<file path="config.mk">
export PLATFORM = sky130hd
export DESIGN_NAME = game_player
export DESIGN_NICKNAME = d
export VERILOG_FILES = /design/src/rtl/game_pkg.sv /design/src/rtl/game_cmd_fifo.sv /design/src/rtl/game_player.sv
export SDC_FILE = /design/constraint.sdc
export NUM_CORES = 1
export LEC_CHECK = 0
export ABC_CLOCK_PERIOD_IN_PS = 6680
export CORE_ASPECT_RATIO = 0.6
export CORE_UTILIZATION = 55
export DETAILED_ROUTE_END_ITERATION = 6
export HOLD_SLACK_MARGIN = 0.1
export PLACE_DENSITY = 0.81
export SYNTH_ARGS = -nofsm -noshare
export SYNTH_HDL_FRONTEND = slang
export SYNTH_SLANG_ARGS = --single-unit
</file>
<file path="constraint.sdc">
create_clock -name clk -period 6.68 [get_ports clk]
set_clock_uncertainty 0.2 [all_clocks]
set_input_delay 0.668 -clock clk [delete_from_list [all_inputs] [get_ports clk]]
set_output_delay 0.668 -clock clk [all_outputs]
set_load 0.005 [all_outputs]
</file>
<file path="src/rtl/game_pkg.sv">
// rtl/game_pkg.sv - shared types for the counter-game stimulus engine
package game_pkg;

  // Widest INIT_l the command record can carry; game_player uses the low SIZE bits.
  localparam int VALUE_W = 16;

  typedef enum logic [1:0] {
    UP1 = 2'b00,
    UP2 = 2'b01,
    DN1 = 2'b10,
    DN2 = 2'b11
  } control_e;

  typedef enum logic [1:0] {
    NONE = 2'b00,
    WIN  = 2'b01,
    LOSE = 2'b10
  } who_e;

  typedef struct packed {
    control_e             mode;
    logic                 load;
    logic [VALUE_W-1:0]   value;
    logic [7:0]           cycles;
  } player_cmd_t;

  typedef enum logic [2:0] {
    S_IDLE,
    S_LOAD,
    S_RUN,
    S_OVER,
    S_CLEAR
  } state_e;

endpackage

</file>
<file path="src/rtl/game_cmd_fifo.sv">
// rtl/game_cmd_fifo.sv - synchronous command FIFO with flush; flush beats a same-cycle push
module game_cmd_fifo
  import game_pkg::*;
#(
  parameter int DEPTH = 4
) (
  input  logic        clk,
  input  logic        reset,
  input  logic        push,
  input  player_cmd_t push_data,
  input  logic        pop,
  input  logic        flush,
  output player_cmd_t head,
  output logic        full,
  output logic        empty
);

  localparam int AW = $clog2(DEPTH);

  player_cmd_t      mem [DEPTH];
  logic [AW:0]      wr_ptr;
  logic [AW:0]      rd_ptr;

  // Extra pointer bit distinguishes full from empty when the indices match.
  assign empty = (wr_ptr == rd_ptr);
  assign full  = (wr_ptr[AW] != rd_ptr[AW]) && (wr_ptr[AW-1:0] == rd_ptr[AW-1:0]);
  assign head  = mem[rd_ptr[AW-1:0]];

  always_ff @(posedge clk or posedge reset) begin
    if (reset) begin
      wr_ptr <= '0;
      rd_ptr <= '0;
    end else if (flush) begin
      wr_ptr <= '0;
      rd_ptr <= '0;
    end else begin
      if (push && !full)
        wr_ptr <= wr_ptr + (AW+1)'(1);
      if (pop && !empty)
        rd_ptr <= rd_ptr + (AW+1)'(1);
    end
  end

  always_ff @(posedge clk) begin
    if (push && !full && !flush)
      mem[wr_ptr[AW-1:0]] <= push_data;
  end

endmodule

</file>
<file path="src/rtl/game_player.sv">
// rtl/game_player.sv - queued stimulus engine for the counter game; optional GAME_PLAYER_STATS_EN
module game_player
  import game_pkg::*;
#(
  parameter int SIZE       = 4,
  parameter int MAX_SCORE  = 4,
  parameter int FIFO_DEPTH = 4,
  parameter int CLR_CYCLES = 2
) (
  input  logic                 clk,
  input  logic                 reset,
  input  logic                 cmd_valid,
  output logic                 cmd_ready,
  input  logic [1:0]           cmd_mode,
  input  logic                 cmd_load,
  input  logic [SIZE-1:0]      cmd_value,
  input  logic [7:0]           cmd_cycles,
  output logic [1:0]           control,
  output logic [SIZE-1:0]      INIT_l,
  output logic                 INIT_c,
  input  logic                 GAMEOVER,
  input  logic [1:0]           WHO,
  output logic                 game_reset,
  output logic                 result_valid,
  output logic [1:0]           result_who,
`ifdef GAME_PLAYER_STATS_EN
  output logic [MAX_SCORE-1:0] wins,
  output logic [MAX_SCORE-1:0] losses,
`endif
  output logic                 underrun
);

  localparam int CW = $clog2(CLR_CYCLES + 1);

  state_e          state, state_d;
  player_cmd_t     push_cmd, head;
  logic            full, empty, push, pop, flush;
  control_e        cur_mode;
  logic [SIZE-1:0] cur_value;
  logic [7:0]      hold_cnt;
  logic [CW-1:0]   clr_cnt;
  logic            played;
  logic            unused_head;

  assign cmd_ready   = !full && (state != S_OVER) && (state != S_CLEAR) && !GAMEOVER;
  assign push        = cmd_valid && cmd_ready;
  assign unused_head = ^head.value;

  always_comb begin
    push_cmd                  = '0;
    push_cmd.mode             = control_e'(cmd_mode);
    push_cmd.load             = cmd_load;
    push_cmd.value[SIZE-1:0]  = cmd_value;
    push_cmd.cycles           = cmd_cycles;
  end

  game_cmd_fifo #(.DEPTH(FIFO_DEPTH)) u_fifo (
    .clk       (clk),
    .reset     (reset),
    .push      (push),
    .push_data (push_cmd),
    .pop       (pop),
    .flush     (flush),
    .head      (head),
    .full      (full),
    .empty     (empty)
  );

  always_comb begin
    state_d = state;
    pop     = 1'b0;
    flush   = 1'b0;
    case (state)
      S_IDLE, S_LOAD, S_RUN: begin
        if (GAMEOVER) begin
          flush   = 1'b1;
          state_d = S_OVER;
        end else if (state == S_IDLE || (state == S_RUN && hold_cnt == 8'd0)) begin
          // End of a hold chains straight into the next queued command.
          if (!empty) begin
            pop     = 1'b1;
            state_d = head.load ? S_LOAD : S_RUN;
          end else begin
            state_d = S_IDLE;
          end
        end else if (state == S_LOAD) begin
          state_d = S_RUN;
        end
      end
      S_OVER:  if (clr_cnt == CW'(CLR_CYCLES - 1)) state_d = S_CLEAR;
      S_CLEAR: if (!GAMEOVER) state_d = S_IDLE;
      default: state_d = S_IDLE;
    endcase
  end

  always_ff @(posedge clk or posedge reset) begin
    if (reset) begin
      state        <= S_IDLE;
      control      <= 2'b00;
      INIT_l       <= '0;
      INIT_c       <= 1'b0;
      game_reset   <= 1'b0;
      result_valid <= 1'b0;
      result_who   <= 2'b00;
      underrun     <= 1'b0;
      cur_mode     <= UP1;
      cur_value    <= '0;
      hold_cnt     <= '0;
      clr_cnt      <= '0;
      played       <= 1'b0;
    end else begin
      state        <= state_d;
      INIT_c       <= 1'b0;
      result_valid <= 1'b0;
      if (pop) begin
        cur_mode  <= head.mode;
        cur_value <= head.value[SIZE-1:0];
        hold_cnt  <= head.cycles;
        played    <= 1'b1;
      end
      case (state)
        S_IDLE:  if (!GAMEOVER && empty && played) underrun <= 1'b1;
        S_LOAD:  if (!GAMEOVER) begin
                   INIT_c <= 1'b1;
                   INIT_l <= cur_value;
                 end
        S_RUN:   if (!GAMEOVER) begin
                   control <= cur_mode;
                   if (hold_cnt != 8'd0) hold_cnt <= hold_cnt - 8'd1;
                 end
        S_OVER:  begin
                   game_reset <= 1'b1;
                   control    <= UP1;
                   clr_cnt    <= clr_cnt + CW'(1);
                 end
        S_CLEAR: begin
                   game_reset <= 1'b0;
                   clr_cnt    <= '0;
                   if (!GAMEOVER) control <= UP1;
                 end
        default: ;
      endcase
      if (flush) begin
        result_valid <= 1'b1;
        result_who   <= WHO;
        underrun     <= 1'b0;
        played       <= 1'b0;
      end
    end
  end

`ifdef GAME_PLAYER_STATS_EN
  always_ff @(posedge clk or posedge reset) begin
    if (reset) begin
      wins   <= '0;
      losses <= '0;
    end else if (flush) begin
      if (WHO == WIN && wins != '1)    wins   <= wins + MAX_SCORE'(1);
      if (WHO == LOSE && losses != '1) losses <= losses + MAX_SCORE'(1);
    end
  end
`else
  localparam int unused_max_score = MAX_SCORE;
`endif

endmodule
</file>
# Yosys cells after proc, flatten, opt, wreduce, memory -nomap -nowiden
# Memories as Yosys holds them, arrays and structs flattened.
# Index checks and enable logic that the tools add are counted.
# Widths: inputs -> output; s select.
# word_totals
inputBits	21
memories	1
rom_bits	0
latchBits	0
output_inout_bits	13
word_cells	103
ramBits	60
reg_bits	38
# mem_list
name	words	width	rd	rd_clocked_by_memory_dff	write_ports	line_no	text
u_fifo.mem	4	15	1	0	1	game_cmd_fifo.sv:20	player_cmd_t mem [DEPTH];
# classes
magnitude_cmp	0
muxes	37
bitwise_logic	1
n_addsub	4
multipliers	0
n_div	0
shifts	0
reduce_logical	31
n_eq_ne	14
# op_table
op	count
$mux 8	4
$mux 3	9
$mux 1	16
$reduce_bool 2->1	6
$logic_and 1x1->1	11
$pmux 3 s3	1
$logic_not 8->1	1
$mux 2	4
$reduce_bool 8->1	1
$sub 8x1->8 const B	1
$add 3x1->3 const B	2
$eq 3x2->1 const B	2
$ne 2x2->1 const B	3
$pmux 2 s3	1
$reduce_and 3->1	2
$logic_not 1->1	4
$ne 4x4->1 const B	1
$pmux 2 s2	1
$reduce_and 2->1	2
$eq 3x1->1 const B	1
$eq 3x3->1	1
$eq 3x3->1 const B	1
$logic_not 3->1	1
$ne 3x2->1 const B	1
10 further kinds	10

# Logic depth before layout (Yosys ltp)
# depth
depth_word	11
ltp_mapped	7
depth_no_buf	6

# Modules after synthesis
# From an unflattened synthesis, not the netlist that was laid out.
# unflattened
cells_unflattened	357
area_unflattened_um2	6117.1
# modules_own_cells
module	area_each_um2	cells_each	n_inst	seq_area_each_um2
game_cmd_fifo	4455.5	206	1	3393.3
game_player	1661.6	151	1	800.8

# Worst setup path before layout
# OpenSTA, ideal clock, no wires.
# synth_timing
kind	input-to-reg
startpoint	input GAMEOVER
endpoint	register cur_mode[0]
setup_slack_ns	4.301
setup_ns	0.125
path_buffers	2
arrival_ns	2.055
required_time_ns	6.355
stages	5
cell_sequence	clkbuf_1 > or3_1 > clkbuf_1 > nor3_4 > mux2_2
# synth_via
elab_chain_len	2
# synth_lines
item	line_no	text
start, declared	game_player.sv:21	input logic GAMEOVER,
$mux 1	game_player.sv:75	if (GAMEOVER) begin
$mux 1	game_player.sv:73	case (state)
end signal, assigned	game_player.sv:116	cur_mode <= head.mode;
end, declared	game_player.sv:38	control_e cur_mode;
# No other way between the ends.
# A chain may end at the register's enable or synchronous reset.

# Worst setup path after layout
# layout_timing
startpoint	register state[2]
endpoint	output cmd_ready
# layout_via
elab_chain_len	4
word_cells_on_any_way	5
classes_between	eq/ne: 2; reduce/logical: 3
# layout_lines
item	line_no	text
start, declared	game_player.sv:35	state_e state, state_d;
start signal, assigned	game_player.sv:112	state <= state_d;
$ne 3x2->1	game_player.sv:45	assign cmd_ready = !full && (state != S_OVER) && (state != S_CLEAR) && !GAMEOVER;
$logic_and 1x1->1	game_player.sv:45	
$logic_and 1x1->1 * (2 in a row)	game_player.sv:45	
end, declared	game_player.sv:13	output logic cmd_ready,
# Every way passes the cells marked *; elsewhere a longest branch is shown, timed or not.

==> reports/results.ini <==
[global_route]
grt_pass1_vias=2451
track_usage_pct=22.5
busiest_layer=met1
grt_util_met3_pct=6.56
use_met2_pct=31.9
antenna_found_initial=0
grt_pass1_wl_um=12800
grt_overflow=0
grt_max_degree=39
grt_use_met1_pct=32.6

[clocking]
cts_max_level=3
cts_setup_buffers=0
cts_buffers=9
cts.sinks=98
ctsLongestPathBuffers=2
cts_resized=0
root_buffer=clkbuf_16
clk_pin_slew_ns=0.06
worstSkewPairLatency_ns=0.35
cts_tree=done
hold_buffers=0

[yosys]
async_reset_ff_share_pct=38.8
synthTopCellsByArea=edfxtp_1 (43%), dfrtp_1 (23%), mux4_2 (8.0%)
yosysMostFrequentCell=edfxtp_1
netlist_top_cells_count=edfxtp_1 (60), dfrtp_1 (38), mux4_2 (15)
ys_types=53
synth_edf_count=60
synth_seq_area_share_pct=65.5
netlist_area_sq_um=4200
yosysTopAreaCellShare_pct=42.9
yosysTopAreaCell=edfxtp_1
avgSynthCellArea_sq_um=15.1
syn_inst=279
syn_nets=308
ys_seq_elements=98
synth-warning-count=0
yosys_most_used_dff=edfxtp_1

[pwr]
peakVddDrop_v=0.000222
pwr-share-comb_pct=29.8
finalPower_mw=1.98
swShare_pct=31.7
power_frac_clock_pct=25.5
pwr-share-seq_pct=44.7
cell_internal_pwr_mw=1.35
power.leakage_nw=1.82
power.density_nw_per_um2=402
p_sw_mw=0.628

[detailed_routing]
wl_um=7850
wl_per_cell_um=18.5
vias=2502
drt_first_pass_iters=4
viasPerCell=5.90
drt_iter0_drc=158
remaining_drc_errors=0
ant_nets=0

[placed_design]
portBuffers=33
dp_cells=408
dp_slack_ns=3.54
hpwl_um=5320
place_congestion=0.822

[setup_path]
ff2ff_setup_slack_ns=3.85
slowest_stage=dfrtp_1
max_stage_delay_ns=0.66
worstReg2RegStart=state[2]
crit_chain=and3b_1, a211o_1, nor2_1, clkdlybuf4s50_1
worst-path-buf-inv=1
worstReg2RegEnd=u_fifo.mem[1][11]
r2r_cells=4
worstPathArrival_ns=2.39
cp-end-kind=output pin
cp-start-kind=register
worst-endpoint-required_ns=5.81
crit_family=flip-flops
crit_fanout=18
crit_type=reg -> out

[timing]
setup_ws_ns=3.42
drv_slew=0
setup_viol=0
setup_tns_ns=0
period_share_pct=48.8
tightest_slew_ns=0.847
slew-limit-headroom_pct=43.5
rsz0062_at_grt=false
final_hold_viol_count=0
max_freq_mhz=307
final.min_clock_period_ns=3.26

[floorplan]
die_height_um=69.7
ios=34
die_area_sq_um=8000
rows=24
core_area_sq_um=7330
die_w_um=115
start_util_pct=57.3

[job]
maxCapViolCount=0

[final_layout]
antennaDiodeCount=0
fill_cells=532
fin_nets=344
syn_to_final_growth_pct=17.2
instances_no_fill=424
drive_gt1_share_pct=14.7

[min_path]
hold_path_end=result_who[0]
hold_start=result_who[0]
holdPathStages=2
hold_path.class=reg -> reg

[outcome]
status=finished, final reports clean

-- cell type report --
type / count / area [sq um] / area share [%]
Multi-Input combinational cell: 156 / 1340 / 27.3
Clock buffer: 12 / 236 / 4.80
Timing Repair Buffer: 37 / 360 / 7.32
Inverter: 13 / 48.8 / 0.991
Clock inverter: 4 / 53.8 / 1.09
Tap cell: 104 / 130 / 2.64
Sequential cell: 98 / 2750 / 55.9
-- worst register-to-register path: stages (launching register included) --
cell	delay, ns
dfrtp_1	0.66
and3b_1	0.31
a211o_1	0.32
nor2_1	0.21
and3_1	0.75
-- worst max-delay path by stage --
stage | start | endpoint | slack [ns] | depth (start not counted)
2_1_floorplan | GAMEOVER | cur_mode[0] | 4.30 | 5
3_5_place_dp | GAMEOVER | cmd_ready | 3.54 | 4
6_report | state[2] | cmd_ready | 3.42 | 4
3_3_place_gp | GAMEOVER | cmd_ready | 3.56 | 4
4_1_cts | u_fifo.rd_ptr[1] | cmd_ready | 3.41 | 4
5_1_grt | u_fifo.rd_ptr[1] | cmd_ready | 3.23 | 4
-- routing by layer --
| metal | wire length, um | part of all wire (%) |
|---|---|---|
| met1 | 3630 | 46 |
| met5 | 0 | 0 |
| met2 | 3510 | 45 |
| met4 | 114 | 1.5 |
| met3 | 594 | 7.6 |
-- sequential cells by signal, summed over array words and instances, names as in the netlist --
register	cells
INIT_c	1
INIT_l	4
clr_cnt	2
control	2
cur_mode	2
cur_value	4
game_reset	1
hold_cnt	8
played	1
result_valid	1
result_who	2
state	3
u_fifo.mem	60
u_fifo.rd_ptr	3
u_fifo.wr_ptr	3
underrun	1
-- power by group through the flow --
stage               Combinational, mW  Sequential [mW]  Clock (mW)
finish                          0.590            0.885       0.504
global route                    0.657            0.902       0.536
CTS                             0.594            0.884       0.511
detailed placement              0.593            0.896           0
global placement                0.574            0.886           0
floorplan                       0.428            0.850           0
-- cells in the final DEF (no fill, tap or decap), types with 3 or more instances in the layout --
cell type and n:
mux2_2 10, nand3_1 4, o21ai_0 10, dfrtp_1 38, nor2_1 11, nand2_1 13
clkbuf_16 9, nand2b_1 4, xor2_1 3, nand4_1 5, nor3_1 6, clkdlybuf4s50_1 33
ha_1 8, mux4_2 15, inv_1 13, nor4_1 9, buf_4 4, clkbuf_1 3
a21oi_1 4, and3_1 6, xnor2_1 3, a211oi_1 4, a31oi_1 3, edfxtp_1 60
-- metrics by stage --
stage	cell area (sq um)	util [%]	hold slack (ns)
5_1_grt	4930	67.2	0.308
4_1_cts	4930	67.2	0.280
6_report	4930	67.2	0.275
3_5_place_dp	4640	63.3	0.264
2_1_floorplan	4200	-	0.239
3_3_place_gp	4640	63.3	0.252
-- logic make-up (layout without fill, tap and decap cells) --
family	count (synthesis)	after routing	synth area share, %
flops	98	98	65.5
simple gates	71	71	9.59
compound gates	45	45	7.80
mux	26	26	11.0
buf+inv	25	66	2.50
fa+ha+maj	8	8	2.38
xor+xnor	6	6	1.25
Note: power is estimated with default switching activity, not from simulation.
